[src/rtl/damage_round_scheduler.sv]
// ============================================================================
// Module   : damage_round_scheduler
// Brief    : Per-frame bullet-damage round controller and owner of player HP.
// Revision : 1.0 - initial release
// ============================================================================
`default_nettype none

module damage_round_scheduler #(
    parameter int MAX_HP        = 200,
    parameter int HEAL_AMOUNT   = 20,
    parameter int IFRAME_ROUNDS = 30,
    parameter int TIMEOUT       = 64
) (
    input  logic       clk,
    input  logic       rst_n,
    input  logic       enable,
    input  logic       frame_tick,
    input  logic       restart,
    input  logic       calc_done,
    input  logic [7:0] calc_damage,
    input  logic       calc_heal,
    output logic       calc_start,
    output logic [7:0] hp,
    output logic       dead,
    output logic       invuln,
    output logic       busy,
    output logic       hit,
    output logic       healed,
    output logic       timeout_err,
    output logic       overrun
);

    localparam int IW = $clog2(IFRAME_ROUNDS + 1);
    localparam int WW = $clog2(TIMEOUT + 1);

    localparam logic [7:0]    HP_FULL   = 8'(MAX_HP);
    localparam logic [9:0]    HP_CEIL   = 10'(MAX_HP);
    localparam logic [9:0]    HEAL_STEP = 10'(HEAL_AMOUNT);
    localparam logic [IW-1:0] IFR_LOAD  = IW'(IFRAME_ROUNDS);
    localparam logic [WW-1:0] WAIT_MAX  = WW'(TIMEOUT);

    typedef enum logic [2:0] {
        ST_IDLE  = 3'd0,
        ST_START = 3'd1,
        ST_WAIT  = 3'd2,
        ST_APPLY = 3'd3,
        ST_DEAD  = 3'd4
    } state_t;

    state_t        state_q,   state_d;
    logic [7:0]    hp_q,      hp_d;
    logic [IW-1:0] ifr_q,     ifr_d;
    logic [WW-1:0] wait_q,    wait_d;
    logic [7:0]    dmg_q,     dmg_d;
    logic          heal_q,    heal_d;
    logic          hit_q,     hit_d;
    logic          healed_q,  healed_d;
    logic          timeout_q, timeout_d;
    logic          overrun_q, overrun_d;

    logic          busy_w;
    logic [7:0]    dmg_eff_w;
    logic [8:0]    hp_sub_w;
    logic [7:0]    hp_after_dmg_w;
    logic [9:0]    hp_heal_w;
    logic [7:0]    hp_after_heal_w;
    logic [WW-1:0] wait_inc_w;

    assign busy_w = (state_q == ST_START) || (state_q == ST_WAIT) || (state_q == ST_APPLY);

    // Damage arithmetic is done one bit wider so an underflow saturates instead of wrapping.
    always_comb begin
        dmg_eff_w       = (ifr_q != '0) ? 8'd0 : dmg_q;
        hp_sub_w        = {1'b0, hp_q} - {1'b0, dmg_eff_w};
        hp_after_dmg_w  = hp_sub_w[8] ? 8'd0 : hp_sub_w[7:0];
        hp_heal_w       = {2'b00, hp_after_dmg_w} + HEAL_STEP;
        hp_after_heal_w = (hp_heal_w > HP_CEIL) ? HP_FULL : hp_heal_w[7:0];
        wait_inc_w      = wait_q + WW'(1);
    end

    always_comb begin
        state_d   = state_q;
        hp_d      = hp_q;
        ifr_d     = ifr_q;
        wait_d    = wait_q;
        dmg_d     = dmg_q;
        heal_d    = heal_q;
        hit_d     = 1'b0;
        healed_d  = 1'b0;
        timeout_d = 1'b0;
        overrun_d = 1'b0;

        if (restart) begin
            state_d = ST_IDLE;
            hp_d    = HP_FULL;
            ifr_d   = '0;
            wait_d  = '0;
        end else begin
            if (frame_tick && busy_w) begin
                overrun_d = 1'b1;
            end

            case (state_q)
                ST_IDLE: begin
                    if (frame_tick && enable) begin
                        state_d = ST_START;
                    end
                end

                ST_START: begin
                    wait_d  = '0;
                    state_d = ST_WAIT;
                end

                // A completion sampled on the expiry edge still wins over the timeout.
                ST_WAIT: begin
                    if (calc_done) begin
                        dmg_d   = calc_damage;
                        heal_d  = calc_heal;
                        state_d = ST_APPLY;
                    end else begin
                        wait_d = wait_inc_w;
                        if (wait_inc_w == WAIT_MAX) begin
                            timeout_d = 1'b1;
                            state_d   = ST_IDLE;
                        end
                    end
                end

                ST_APPLY: begin
                    if (dmg_eff_w != 8'd0) begin
                        hit_d = 1'b1;
                        ifr_d = IFR_LOAD;
                    end else if (ifr_q != '0) begin
                        ifr_d = ifr_q - IW'(1);
                    end

                    if (hp_after_dmg_w == 8'd0) begin
                        hp_d    = 8'd0;
                        state_d = ST_DEAD;
                    end else if (heal_q) begin
                        hp_d     = hp_after_heal_w;
                        healed_d = 1'b1;
                        state_d  = ST_IDLE;
                    end else begin
                        hp_d    = hp_after_dmg_w;
                        state_d = ST_IDLE;
                    end
                end

                ST_DEAD: begin
                    state_d = ST_DEAD;
                end

                default: begin
                    state_d = ST_IDLE;
                end
            endcase
        end
    end

    always_ff @(posedge clk or negedge rst_n) begin
        if (!rst_n) begin
            state_q   <= ST_IDLE;
            hp_q      <= HP_FULL;
            ifr_q     <= '0;
            wait_q    <= '0;
            dmg_q     <= 8'd0;
            heal_q    <= 1'b0;
            hit_q     <= 1'b0;
            healed_q  <= 1'b0;
            timeout_q <= 1'b0;
            overrun_q <= 1'b0;
        end else begin
            state_q   <= state_d;
            hp_q      <= hp_d;
            ifr_q     <= ifr_d;
            wait_q    <= wait_d;
            dmg_q     <= dmg_d;
            heal_q    <= heal_d;
            hit_q     <= hit_d;
            healed_q  <= healed_d;
            timeout_q <= timeout_d;
            overrun_q <= overrun_d;
        end
    end

    assign calc_start  = (state_q == ST_START);
    assign hp          = hp_q;
    assign dead        = (state_q == ST_DEAD);
    assign invuln      = (ifr_q != '0);
    assign busy        = busy_w;
    assign hit         = hit_q;
    assign healed      = healed_q;
    assign timeout_err = timeout_q;
    assign overrun     = overrun_q;

endmodule

`default_nettype wire
[config.mk]
export PLATFORM = sky130hd
export DESIGN_NAME = damage_round_scheduler
export DESIGN_NICKNAME = d
export VERILOG_FILES = /design/src/rtl/damage_round_scheduler.sv
export SDC_FILE = /design/constraint.sdc
export NUM_CORES = 1
export LEC_CHECK = 0
export CORE_AREA = 4 4 59 114
export CTS_BUF_LIST = sky130_fd_sc_hd__clkbuf_2 sky130_fd_sc_hd__clkbuf_4 sky130_fd_sc_hd__clkbuf_8
export CTS_CLUSTER_SIZE = 25
export DETAILED_ROUTE_END_ITERATION = 12
export DIE_AREA = 0 0 63 118
export PLACE_DENSITY_LB_ADDON = 0.2
export SYNTH_ARGS = -nofsm -noshare
export SYNTH_HDL_FRONTEND = slang
export SYNTH_SLANG_ARGS = --single-unit
[constraint.sdc]
create_clock -name clk -period 5.1 [get_ports clk]
set_clock_uncertainty 0.05 [all_clocks]
set_input_delay 1.02 -clock clk [delete_from_list [all_inputs] [get_ports clk]]
set_output_delay 1.02 -clock clk [all_outputs]
set_load 0.005 [all_outputs]
==> Word-level counts from Yosys, hierarchy flattened <==
Index checks and enable logic that the tools add are counted.
{ "classes": {"n_addsub": 4, "reduce_logical": 15, "muxes": 33, "n_lt_le_gt_ge": 1, "bitwise_logic": 1, "n_eq_ne": 8} }
{ "op_table": {"columns": ["cell", "count"], "rows": [
  ["$mux 8", 7],
  ["$mux 5", 4],
  ["$mux 3", 5],
  ["$pmux 3 s5", 1],
  ["$mux 7", 2],
  ["$pmux 7 s2", 1],
  ["$mux 1", 13],
  ["$add 8x5->9 const B", 1],
  ["$gt 9x8->1 const B", 1],
  ["$sub 8x8->9", 1],
  ["$logic_not 8->1", 1],
  ["$reduce_bool 8->1", 1],
  ["$add 7x1->7 const B", 1],
  ["$eq 7x7->1 const B", 1],
  ["$eq 3x2->1 const B", 2],
  ["$ne 3x3->1 const B", 2],
  ["$reduce_and 2->1", 3],
  ["$reduce_bool 3->1", 2],
  ["$reduce_bool 5->1", 1],
  ["$sub 5x1->5 const B", 1],
  ["$ne 4x3->1 const B", 1],
  ["$eq 3x1->1 const B", 1],
  ["$eq 3x3->1 const B", 1],
  ["$logic_not 3->1", 1],
  ["other kinds (5)", 7]
]} }
{ "word_totals": {"out_inout_bits": 16, "word_cells": 72, "ff_bits": 36, "in_bits": 15} }

==> Logic depth before layout (Yosys ltp) <==
Gate-level depths: netlist (run 1).
{ "logic_depth": {"ltp_word": 11, "mapped_depth": 18} }

==> Least setup slack after synthesis (run 1) <==
Ideal clock, no wire load.
{ "synth_timing": {"kind": "reg2reg", "from": "register ifr_q[0]", "to": "register hp_q[1], in the netlist hp[1]", "setup_time_ns": 0.138, "path_buffers": 1, "synth_period_minus_slack_ns": 3.868, "arrival_ns": 3.679, "path_stages_with_launch": 18, "required_ns": 4.912, "slack_ns": 1.232, "path_cell_list": "dfrtp_1 > inv_1 > ha_1 > and2_1 > clkbuf_1 > nand2_1 > ha_1 > a21o_1 > a21oi_1 > o31ai_1 > and2_1 > inv_1 > ha_1 > nor3_1 > a21oi_1 > o21ai_0 > a2111oi_4 > o31ai_1"} }
{ "synth_between": {"elab_chain_len": 11} }
{ "synth_lines": {"columns": ["item", "line_no", "rtl"], "rows": [
  ["from (decl)", "52", "logic [IW-1:0] ifr_q, ifr_d;"],
  ["from (signal assigned)", "177", "ifr_q <= ifr_d;"],
  ["$reduce_bool 5->1 *", "73", "dmg_eff_w = (ifr_q != '0) ? 8'd0 : dmg_q;"],
  ["$mux 8 *", "73", null],
  ["$sub 8x8->9 *", "74", "hp_sub_w = {1'b0, hp_q} - {1'b0, dmg_eff_w};"],
  ["$mux 8 *", "75", "hp_after_dmg_w = hp_sub_w[8] ? 8'd0 : hp_sub_w[7:0];"],
  ["$add 8x5->9", "76", "hp_heal_w = {2'b00, hp_after_dmg_w} + HEAL_STEP;"],
  ["$gt 9x8->1", "77", "hp_after_heal_w = (hp_heal_w > HP_CEIL) ? HP_FULL : hp_heal_w[7:0];"],
  ["$mux 8", "77", null],
  ["$mux 8", "141", "end else if (heal_q) begin"],
  ["$mux 8 *", "138", "if (hp_after_dmg_w == 8'd0) begin"],
  ["$mux 8 *", "103", "case (state_q)"],
  ["$mux 8 *", "93", "if (restart) begin"],
  ["to (signal assigned)", "176", "hp_q <= hp_d;"],
  ["to (decl)", "51", "logic [7:0] hp_q, hp_d;"]
]} }
Mark *: on every way between the ends. The rest lies on a longest branch, timed or not. The select of a mux whose other input is x is not followed.
A chain may end at the register's enable or synchronous reset.

==> Worst setup path in the final report (run 1) <==
{ "layout_timing": {"from": "register ifr_q[2]", "to": "register hp_q[1], in the netlist hp[1]"} }
The elaborated chain is that of the path after synthesis.

==> implementation parameters, run 1 <==
Parameter                              Value

Critical path
  Startpoint of the most critical register-to-register path ... ifr_q[2]
  Register-to-Register Path Depth ... 15
  Category of cells accounting for the largest share of critical-path delay ... compound AO/OA/AOI/OAI gates
  Slowest cell delay on critical path ... around 600 ps
  Slack of the worst reg-to-reg path ... 750 ps
  Worst Setup End Kind ... flip-flop
  Type of element launching the critical path ... flip-flop
  Arr. time, crit path ... 4460 ps
  Combined buffer and inverter count along the critical path ... 1
  Data required time of the critical path ... about 5200 ps
  Cell with the largest stage delay on the worst path ... o31ai_1
  End of the worst register-to-register path ... hp[1]
  Critical Path, Cell by Cell ... nor3_1, and2_1, nand2_1, ha_1, a21o_1, a21oi_1, o31ai_1, and2_1, inv_1, ha_1, nor3_1, a21oi_1, o21ai_0, a2111oi_4, o31ai_1
  Startpoint-to-endpoint class of the critical path ... flip-flop to flip-flop
  Largest fanout on the critical path ... 10

Global route
  First-pass GRT wire length ... approximately 11 mm
  Pin count of the biggest net entering global routing ... 37
  Global route overflow ... 0
  Number of antenna violations at the first check in global routing ... 0
  Via count of the first global-routing pass ... 2355
  Total routing usage reported by global routing ... 18.6%

Synth
  Number of flip-flops and latches in the synthesized netlist ... 36
  Mux contribution to synthesized area ... 3.97%
  Adder and majority cell fraction of the synthesized area ... 7.64%
  Average cell area after synthesis ... between 9 and 10 um^2
  Main combinational cell family by area after synthesis ... compound AO/OA/AOI/OAI gates
  Predominant post-synthesis flop cell ... dfrtp_1
  Count of flip-flops with a built-in enable after synthesis ... 0
  Compound-gate portion of the synthesized area ... 23.8%
  XOR/XNOR share of the synthesized area ... 3.09%
  Syn Std Cell Area ... 2550 um^2
  Net Count, Synth ... 308
  Share of synthesized area occupied by flip-flops and latches ... 35.4%
  Async set or reset register ratio after synthesis ... between 90% and 100%
  Number of cells produced by synthesis ... between 200 and 300
  Yosys warns ... 0
  Number of distinct standard cells referenced by the synthesized netlist ... between 60 and 70
  Synth Area in Simple Gates ... ~23%

Route
  Via-per-instance ratio ... around 6.0
  Wire length after detailed routing ... 6.48 mm
  Detailed-routing iteration count for the pre-antenna-repair pass ... 4
  Initial detailed-routing violation count ... 89
  Wire length per cell after detailed routing ... 17.5 um
  Detail Route Antenna Nets ... 0
  Remaining design rule violation count ... 0
  Routed vias ... 2233

Placement
  Cell Area, Placed ... ~2900 um^2
  HPWL Detailed ... about 5.2 mm
  Setup slack after placement ... between 800 and 900 ps
  Total of buffers placed on input and output ports ... 30
  Placer Congestion ... 0.921

Power and ir drop
  Clk network pwr share ... between 10% and 20%
  Int Pwr ... around 0.00068 W
  Worst vdd ir ... about 0.20 mV
  Power share of the sequential group ... a little over a quarter
  Combinational power share ... 56.6%
  Switching power ... just under 0.0006 W
  Switching part of the total power ... 46.0%
  Power density cells ... 422 nW/um^2
  Leakage Power ... 1.21 nW
  Total Power ... 0.00126 W

Timing
  Setup repair after global routing missed its margin ... false
  Sum of negative setup slack ... 0 ps
  Upper clock frequency limit ... 0.230 GHz
  Final Cycle Share ... 85.3%
  Worst hold slack across all endpoints ... between 400 and 500 ps
  Worst rel slew slack ... 46.2%
  Number of hold-slack violations in the final timing report ... 0
  Max Slew Vio Count ... 0
  Slew at the pin closest to its max-slew limit ... 807 ps
  Final setup violation count ... 0
  Setup ws final ... 752 ps
  Shortest clock period the worst path allows after layout ... 4350 ps

Final layout
  ANT cells ... 0
  Leading cell type in the layout, fill and taps excluded ... dfrtp_1
  Highest-count cells in the layout ignoring fill and taps ... dfrtp_1, clkdlybuf4s50_1, nand2_1, nor2_1, o21ai_0
  Fraction of layout cells with a size suffix above 1 ... between 10% and 20%
  Post-synthesis to final-layout area growth ... 16.5%
  Area used by sequential logic in the layout ... slightly above 900 um^2
  Design area ... roughly 3000 um^2
  Multi-input combinational cell area ... 1560 um^2
  FILL cells ... 568
  Final nets ... 338

Hold path
  End of the worst hold path ... hp[2]
  Hold Startpoint ... hp[2]
  Number of instances on the worst hold path ... 2
  Min-delay worst type ... flip-flop to flip-flop

Floorplan
  Core Area ... 5810 um^2
  Die width ... 63 um
  Initial Util ... 44.0%
  # rows ... 39
  Number of primary I/O pins ... 31
  Chip height ... 118 um
  Die area ... 7430 um^2

Clock tree
  Register clock-pin slew on the reported worst setup and hold paths ... 80 ps
  CTS Buffer Depth ... 2
  Post CTS Setup Buffer Count ... 0
  Clock tree from TritonCTS ... yes
  Quantity of gates resized following cts ... 0
  CTS sink count ... 36
  Total clock buffers created by CTS ... 5
  Clk root buf ... clkbuf_8
  Count of hold-fix buffers inserted at cts ... 0
  H-tree lvl count ... 2
  Clock latency of the later-clocked register in the worst-skew pair ... between 200 and 300 ps

Job
  Number of max-cap violations ... 0

Run status
  Outcome ... finished clean
[cells in the mapped netlist (all sizes together), types with 3 or more instances]
| cell | count | area, um^2 |
|---|---|---|
| xnor2 | 7 | 61.3 |
| dfrtp | 33 | 826 |
| nor4 | 6 | 43.8 |
| nor2b | 4 | 25.0 |
| nor2 | 20 | 75.1 |
| o21a | 4 | 30.0 |
| a211oi | 3 | 27.5 |
| a221oi | 3 | 32.5 |
| inv | 12 | 45.0 |
| o21ai | 20 | 100 |
| dfstp | 3 | 78.8 |
| and2 | 3 | 18.8 |
| nand2 | 29 | 111 |
| nor3 | 10 | 66.3 |
| or3 | 6 | 37.5 |
| nand2b | 4 | 27.5 |
| ha | 14 | 175 |
| and3 | 6 | 37.5 |
| o31ai | 7 | 71.3 |
| clkbuf | 6 | 22.5 |
| o31a | 3 | 26.3 |
| a21oi | 18 | 97.6 |
| nand3 | 10 | 55.1 |
| mux2 | 9 | 101 |
[stage by stage]
| stage | instances | util [%] |
|---|---|---|
| 5_1_grt | 370 | 51.3 |
| 4_1_cts | 370 | 51.3 |
| 2_1_floorplan | 278 | - |
| 6_report | 370 | 51.3 |
| 3_5_place_dp | 362 | 49.8 |
| 3_3_place_gp | 362 | 49.8 |
[logic make-up after synthesis]
logic type,Yosys count
adders and majority gates,15
buffers and inverters,20
muxes,9
AOI/OAI and AO/OA,81
xor gates and xnor gates,9
DFF,36
and+or+nand+nor,108
[flip-flops by register name, indices dropped and copies added, names as in the netlist]
register	cells
dmg_q	8
hp	8
overrun	1
ifr_q	5
healed	1
timeout_err	1
wait_q	7
heal_q	1
state_q	3
hit	1
[per-layer routing]
| layer | share of wire, % | up-vias | GRT usage [%] | wire length [um] |
|---|---|---|---|---|
| met2 | 55 | 64 | 34.7 | 3570 |
| met5 | 0 | - | 0 | 0 |
| li1 | - | 1089 | - | - |
| met3 | 3.2 | 24 | 2.67 | 208 |
| met4 | 4.6 | 0 | 10.7 | 295 |
| met1 | 37 | 1056 | 18.9 | 2410 |
[power groups by stage]
stage	Sequential (W)	Clock, W	Combinational (W)
floorplan	0.000337	0	0.000558
global placement	0.000350	0	0.000698
detailed placement	0.000350	0	0.000704
CTS	0.000344	0.000209	0.000706
global route	0.000348	0.000221	0.000782
finish	0.000344	0.000201	0.000712
[worst register-to-register path: stages (launching register included)]
cell and delay, ps:
dfrtp_1 420, nor3_1 230, and2_1 340, nand2_1 110, ha_1 360, a21o_1 210
a21oi_1 100, o31ai_1 600, and2_1 270, inv_1 70, ha_1 330, nor3_1 70
a21oi_1 240, o21ai_0 170, a2111oi_4 510, o31ai_1 150
[worst max path at each step]
stage | endpoint | from | cells past startpoint | slack [ps]
detailed placement | hp[1] | ifr_q[2] | 14 | 830
global placement | hp[1] | ifr_q[2] | 15 | 970
finish | hp[1] | ifr_q[2] | 15 | 750
CTS | hp[1] | ifr_q[2] | 15 | 800
floorplan | hp[1] | ifr_q[0] | 17 | 1230
global route | hp[1] | ifr_q[0] | 16 | 340
[layout make-up]
cell class / count / share of cell area, %
multi-input combinational: 222 / 52.4
clock buffer: 5 / 2.31
inverter: 12 / 1.51
tap: 61 / 2.56
sequential: 36 / 30.4
clock inverter: 3 / 0.631
timing repair buffer: 31 / 10.2
(Power assumes the default switching activity.)
==> run 2, diff against run 1 <==
--- a/config.mk
+++ b/config.mk
@@ -5,11 +5,12 @@
 export SDC_FILE = /design/constraint.sdc
 export NUM_CORES = 1
 export LEC_CHECK = 0
-export CORE_AREA = 4 4 59 114
+export CORE_AREA = 2 2 57 112
 export CTS_BUF_LIST = sky130_fd_sc_hd__clkbuf_2 sky130_fd_sc_hd__clkbuf_4 sky130_fd_sc_hd__clkbuf_8
 export CTS_CLUSTER_SIZE = 25
 export DETAILED_ROUTE_END_ITERATION = 12
-export DIE_AREA = 0 0 63 118
+export DIE_AREA = 0 0 59 114
+export GPL_ROUTABILITY_DRIVEN = 0
 export PLACE_DENSITY_LB_ADDON = 0.2
 export SYNTH_ARGS = -nofsm -noshare
 export SYNTH_HDL_FRONTEND = slang
==> implementation parameters, run 2 (synthesis results as in run 1) <==
Parameter                              Value

Run status
  Outcome ... finished clean (unchanged)

Global route
  Number of antenna violations at the first check in global routing ... 0 (unchanged)
  Global route overflow ... 0 (unchanged)
  Via count of the first global-routing pass ... 2146 (was 2355)
  First-pass GRT wire length ... 9.96 mm (was 11.0 mm)
  Total routing usage reported by global routing ... 19.1% (was 18.6%)
  Pin count of the biggest net entering global routing ... 37 (unchanged)

Timing
  Setup ws final ... 768 ps (was 752 ps)
  Max Slew Vio Count ... 0 (unchanged)
  Setup repair after global routing missed its margin ... false (unchanged)
  Final setup violation count ... 0 (unchanged)
  Upper clock frequency limit ... 0.231 GHz (was 0.230 GHz)
  Worst rel slew slack ... 40.2% (was 46.2%)
  Sum of negative setup slack ... 0 ps (unchanged)
  Number of hold-slack violations in the final timing report ... 0 (unchanged)
  Shortest clock period the worst path allows after layout ... 4330 ps (was 4350 ps)
  Slew at the pin closest to its max-slew limit ... 898 ps (was 807 ps)
  Final Cycle Share ... 84.9% (was 85.3%)

Route
  Initial detailed-routing violation count ... 112 (was 89)
  Amount of wire on met2 after detailed routing ... 3.02 mm (was 3.57 mm)
  Via-per-instance ratio ... 5.98 (was 6.04)
  Top sig layer ... met4 (unchanged)
  Routed vias ... 2226 (was 2233)
  Routed length on met1 ... 2.66 mm (was 2.41 mm)
  Met3 WL ... 289 um (was 208 um)
  Detail Route Antenna Nets ... 0 (unchanged)
  Remaining design rule violation count ... 0 (unchanged)
  Wire length per cell after detailed routing ... 16.3 um (was 17.5 um)
  Detailed-routing iteration count for the pre-antenna-repair pass ... 4 (unchanged)
  Wire length after detailed routing ... 6.08 mm (was 6.48 mm)

Power and ir drop
  Switching power ... 0.000560 W (was 0.000577 W)
  Power share of the sequential group ... 27.6% (was 27.4%)
  Combinational power share ... 56.1% (was 56.6%)
  Leakage Power ... 1.21 nW (about the same)
  Power density cells ... 415 nW/um^2 (was 422 nW/um^2)
  Switching part of the total power ... 45.2% (was 46.0%)
  Clk network pwr share ... 16.3% (was 16.0%)
  Int Pwr ... 0.000678 W (was 0.000679 W)
  Total Power ... 0.00124 W (was 0.00126 W)
  Worst vdd ir ... 0.278 mV (was 0.197 mV)

Clock tree
  Post CTS Setup Buffer Count ... 0 (unchanged)
  CTS sink count ... 36 (unchanged)
  Clock latency of the later-clocked register in the worst-skew pair ... 290 ps (about the same)
  Total clock buffers created by CTS ... 5 (unchanged)
  Quantity of gates resized following cts ... 0 (unchanged)
  Count of hold-fix buffers inserted at cts ... 0 (unchanged)
  Register clock-pin slew on the reported worst setup and hold paths ... 80 ps (about the same)
  Clock tree from TritonCTS ... yes (unchanged)
  H-tree lvl count ... 2 (unchanged)
  CTS Buffer Depth ... 2 (unchanged)
  Clk root buf ... clkbuf_8 (unchanged)

Final layout
  Fraction of layout cells with a size suffix above 1 ... 12.0% (unchanged)
  Leading cell type in the layout, fill and taps excluded ... dfrtp_1 (unchanged)
  Post-synthesis to final-layout area growth ... 16.6% (was 16.5%)
  ANT cells ... 0 (unchanged)
  Cell Count, Final, Fillers Out ... 372 (was 370)
  Highest-count cells in the layout ignoring fill and taps ... dfrtp_1, clkdlybuf4s50_1, nand2_1, nor2_1, o21ai_0 (unchanged)
  Final nets ... 338 (unchanged)

Critical path
  Data required time of the critical path ... 5210 ps (about the same)
  Slowest cell delay on critical path ... 560 ps (was 600 ps)
  Combined buffer and inverter count along the critical path ... 1 (unchanged)
  Cell with the largest stage delay on the worst path ... o31ai_1 (unchanged)
  Largest fanout on the critical path ... 10 (unchanged)
  Arr. time, crit path ... 4440 ps (was 4460 ps)
  Type of element launching the critical path ... flip-flop (unchanged)
  Worst Setup End Kind ... flip-flop (unchanged)
  Category of cells accounting for the largest share of critical-path delay ... compound AO/OA/AOI/OAI gates (unchanged)
  Critical Path, Cell by Cell ... nor3_1, and2_1, nand2_1, ha_1, a21o_1, a21oi_1, o31ai_1, and2_1, inv_1, ha_1, nor3_1, a21oi_1, o21ai_0, a2111oi_4, o21ai_1 (was nor3_1, and2_1, nand2_1, ha_1, a21o_1, a21oi_1, o31ai_1, and2_1, inv_1, ha_1, nor3_1, a21oi_1, o21ai_0, a2111oi_4, o31ai_1)
  Startpoint-to-endpoint class of the critical path ... flip-flop to flip-flop (unchanged)

Floorplan
  Core Area ... 5910 um^2 (was 5810 um^2)
  Number of primary I/O pins ... 31 (unchanged)
  Die area ... 6730 um^2 (was 7430 um^2)
  Initial Util ... 43.3% (was 44.0%)
  # rows ... 40 (was 39)
  Chip height ... 114 um (was 118 um)
  Die width ... 59 um (was 63 um)

Placement
  Total of buffers placed on input and output ports ... 30 (unchanged)
  Setup slack after placement ... 872 ps (was 827 ps)
  Total instance count after detailed placement ... 364 (was 362)
  HPWL Detailed ... 4.69 mm (was 5.23 mm)

Job
  Number of max-cap violations ... 0 (unchanged)

Hold path
  Min-delay worst type ... flip-flop to flip-flop (unchanged)
[run 2: path summary, 6_finish.rpt]
kind | startpoint | endpoint | slack (ps) | cells after the start
max in group asynchronous | rst_n | ifr_q[0] | 3640 | 1
min in group asynchronous | rst_n | hp[4] | 800 | 1
min reg2reg | wait_q[6] | wait_q[6] | 470 | 1
max reg2reg | ifr_q[2] | hp[4] | 770 | 15
max | ifr_q[2] | hp[4] | 770 | 15
min | wait_q[6] | wait_q[6] | 470 | 1
[run 2: layout make-up]
cell class / count / area [um^2]
fill: 605 / 2930
multi-input combinational: 222 / 1560
sequential: 36 / 905
timing repair buffer: 31 / 303
tap: 63 / 78.8
clock buffer: 5 / 68.8
inverter: 12 / 45.0
clock inverter: 3 / 18.8
[run 2: per-stage QoR]
stage | area (um^2) | utilization, % | hold slack (ps)
finish | 2980 | 50.4 | 469
global route | 2980 | 50.4 | 484
CTS | 2980 | 50.4 | 472
detailed placement | 2890 | 49.0 | 460
global placement | 2890 | 49.0 | 442
floorplan | 2550 | - | 423
[run 2: layer usage]
metal / vias to the layer above / GRT usage (%)
met4: 0 / 6.52
met5: - / 0
met3: 10 / 2.72
met1: 1054 / 25.3
met2: 68 / 31.1
li1: 1094 / -
[run 2: power groups by stage]
stage	registers [W]	logic (W)	clock network (W)
after detailed placement	0.000348	0.000687	0
after floorplan	0.000337	0.000558	0
final	0.000342	0.000695	0.000201
after global routing	0.000346	0.000757	0.000216
after CTS	0.000342	0.000690	0.000207
after global placement	0.000346	0.000674	0
==> run 3, diff against run 2 <==
==> constraint.sdc (replaced) <==
create_clock -name clk -period 4.05 [get_ports clk]
set_clock_uncertainty 0.05 [all_clocks]
set_input_delay 0.81 -clock clk [delete_from_list [all_inputs] [get_ports clk]]
set_output_delay 0.81 -clock clk [all_outputs]
set_load 0.005 [all_outputs]
==> implementation parameters, run 3 (synthesis results as in run 1) <==
Parameter                              Value

Floorplan
  Core Area ... 5910 um^2 (unchanged)
  Chip height ... 114 um (unchanged)
  Initial Util ... 43.3% (unchanged)
  Die area ... 6730 um^2 (unchanged)
  # rows ... 40 (unchanged)
  Die width ... 59 um (unchanged)
  Number of primary I/O pins ... 31 (unchanged)

Clock tree
  Register clock-pin slew on the reported worst setup and hold paths ... 80 ps (about the same)
  Clk root buf ... clkbuf_8 (unchanged)
  Total clock buffers created by CTS ... 5 (unchanged)
  Clock tree from TritonCTS ... yes (unchanged)
  CTS Buffer Depth ... 2 (unchanged)
  Clock latency of the later-clocked register in the worst-skew pair ... 290 ps (about the same)
  H-tree lvl count ... 2 (unchanged)
  Count of hold-fix buffers inserted at cts ... 0 (unchanged)
  CTS sink count ... 36 (unchanged)

Global route
  Number of antenna violations at the first check in global routing ... 0 (unchanged)
  First-pass GRT wire length ... 9.83 mm (was 9.96 mm)
  Global route overflow ... 0 (unchanged)
  Via count of the first global-routing pass ... 2119 (was 2146)
  Total routing usage reported by global routing ... 18.7% (was 19.1%)
  Pin count of the biggest net entering global routing ... 37 (unchanged)

Route
  Top sig layer ... met4 (unchanged)
  Initial detailed-routing violation count ... 93 (was 112)
  Remaining design rule violation count ... 0 (unchanged)
  Detailed-routing iteration count for the pre-antenna-repair pass ... 4 (unchanged)
  Via-per-instance ratio ... 6.01 (was 5.98)
  Wire length per cell after detailed routing ... 16.5 um (was 16.3 um)
  Met3 WL ... 221 um (was 289 um)
  Wire length after detailed routing ... 6.23 mm (was 6.08 mm)
  Routed vias ... 2271 (was 2226)
  Detail Route Antenna Nets ... 0 (unchanged)
  Routed length on met1 ... 2.76 mm (was 2.66 mm)
  Amount of wire on met2 after detailed routing ... 3.09 mm (was 3.02 mm)

Power and ir drop
  Leakage Power ... 1.24 nW (was 1.21 nW)
  Worst vdd ir ... 0.324 mV (was 0.278 mV)
  Power density cells ... 540 nW/um^2 (was 415 nW/um^2)

Placement
  Total instance count after detailed placement ... 368 (was 364)
  Total of buffers placed on input and output ports ... 30 (unchanged)
  HPWL Detailed ... 4.77 mm (was 4.69 mm)
  Setup slack after placement ... -58.0 ps (was 872 ps)

Critical path
  Critical Path, Cell by Cell ... inv_1, ha_2, and3_1, ha_1, inv_1, fa_2, a21o_1, a21oi_2, o31ai_1, buf_4, nand2_1, inv_1, ha_2, o2111a_2, nand2_2, o31ai_2, or4b_1, o21ai_1 (was nor3_1, and2_1, nand2_1, ha_1, a21o_1, a21oi_1, o31ai_1, and2_1, inv_1, ha_1, nor3_1, a21oi_1, o21ai_0, a2111oi_4, o21ai_1)
  Cell with the largest stage delay on the worst path ... or4b_1 (was o31ai_1)
  Category of cells accounting for the largest share of critical-path delay ... compound AO/OA/AOI/OAI gates (unchanged)
  Type of element launching the critical path ... flip-flop (unchanged)
  Slowest cell delay on critical path ... 510 ps (was 560 ps)
  Worst Setup End Kind ... flip-flop (unchanged)
  Arr. time, crit path ... 4080 ps (was 4440 ps)
  Data required time of the critical path ... 4220 ps (was 5210 ps)
  Startpoint-to-endpoint class of the critical path ... flip-flop to flip-flop (unchanged)
  Combined buffer and inverter count along the critical path ... 4 (was 1)
  Worst path most repeated cell ... inv_1
  Largest fanout on the critical path ... 6 (was 10)

Timing
  Number of hold-slack violations in the final timing report ... 0 (unchanged)
  Upper clock frequency limit ... 0.255 GHz (was 0.231 GHz)
  Shortest clock period the worst path allows after layout ... 3920 ps (was 4330 ps)
  Slew at the pin closest to its max-slew limit ... 886 ps (was 898 ps)
  Worst hold slack across all endpoints ... 469 ps (about the same)
  Worst rel slew slack ... 40.9% (was 40.2%)
  Setup ws final ... 133 ps (was 768 ps)
  Max Slew Vio Count ... 0 (unchanged)
  Final Cycle Share ... 96.7% (was 84.9%)
  Final setup violation count ... 0 (unchanged)

Final layout
  Post-synthesis to final-layout area growth ... 20.5% (was 16.6%)
  Highest-count cells in the layout ignoring fill and taps ... dfrtp_1, clkdlybuf4s50_1, nand2_1, nor2_1, o21ai_0 (unchanged)
  Final nets ... 344 (was 338)
  Cell Count, Final, Fillers Out ... 378 (was 372)
  FILL cells ... 558 (was 605)
  Leading cell type in the layout, fill and taps excluded ... dfrtp_1 (unchanged)
  Fraction of layout cells with a size suffix above 1 ... 18.4% (was 12.0%)
  ANT cells ... 0 (unchanged)

Run status
  Outcome ... finished clean (unchanged)

Hold path
  Min-delay worst type ... flip-flop to flip-flop (unchanged)

Job
  Number of max-cap violations ... 0 (unchanged)
-- run 3: where the power goes --
group / total, W / internal (W) / switching, W
logic: 0.000954 / 0.000387 / 0.000567
clock network: 0.000276 / 0.000145 / 0.000131
registers: 0.000432 / 0.000396 / 0.0000367
-- run 3: through the flow --
step / util [%] / setup TNS (ps) / cell area, um^2 / power, W
after global routing: 52.1 / -18.4 / 3080 / 0.00177
final: 52.1 / 0 / 3080 / 0.00166
after global placement: 49.5 / 0 / 2920 / 0.00131
after detailed placement: 49.5 / -232 / 2920 / 0.00133
after floorplan: - / 0 / 2550 / 0.00113
after CTS: 51.2 / 0 / 3030 / 0.00161
-- run 3: cell type report --
| class | count | area [um^2] | area share [%] |
|---|---|---|---|
| repair buffers | 37 | 348 | 11.3 |
| clock buffers | 7 | 90.1 | 2.93 |
| multi-input cells | 222 | 1600 | 52.1 |
| well taps | 63 | 78.8 | 2.56 |
| clock inverters | 1 | 7.51 | 0.244 |
| inverters | 12 | 45.0 | 1.46 |
| flip-flops and latches | 36 | 905 | 29.4 |
-- run 3: final timing paths --
| kind | cells after the start | slack, ps | startpoint | endpoint |
|---|---|---|---|---|
| max | 18 | 130 | ifr_q[0] | hp[5] |
| min | 1 | 470 | wait_q[0] | wait_q[0] |
| max reg2reg | 18 | 130 | ifr_q[0] | hp[5] |
| min reg2reg | 1 | 470 | wait_q[0] | wait_q[0] |
| max in group asynchronous | 1 | 2810 | rst_n | heal_q |
| min in group asynchronous | 1 | 580 | rst_n | hp[4] |
-- run 3: repair_timing --
| action | CTS | global route |
|---|---|---|
| buffers inserted | 0 | 2 |
| gates resized for setup | 3 | 15 |
| setup endpoints to repair | 5 | 6 |
| pin swaps | 1 | 3 |
-- run 3: layer usage --
metal / vias to the layer above / global-route usage (%)
met4: 0 / 7.58
met3: 11 / 2.27
li1: 1106 / -
met5: - / 0
met1: 1093 / 25.2
met2: 61 / 29.9
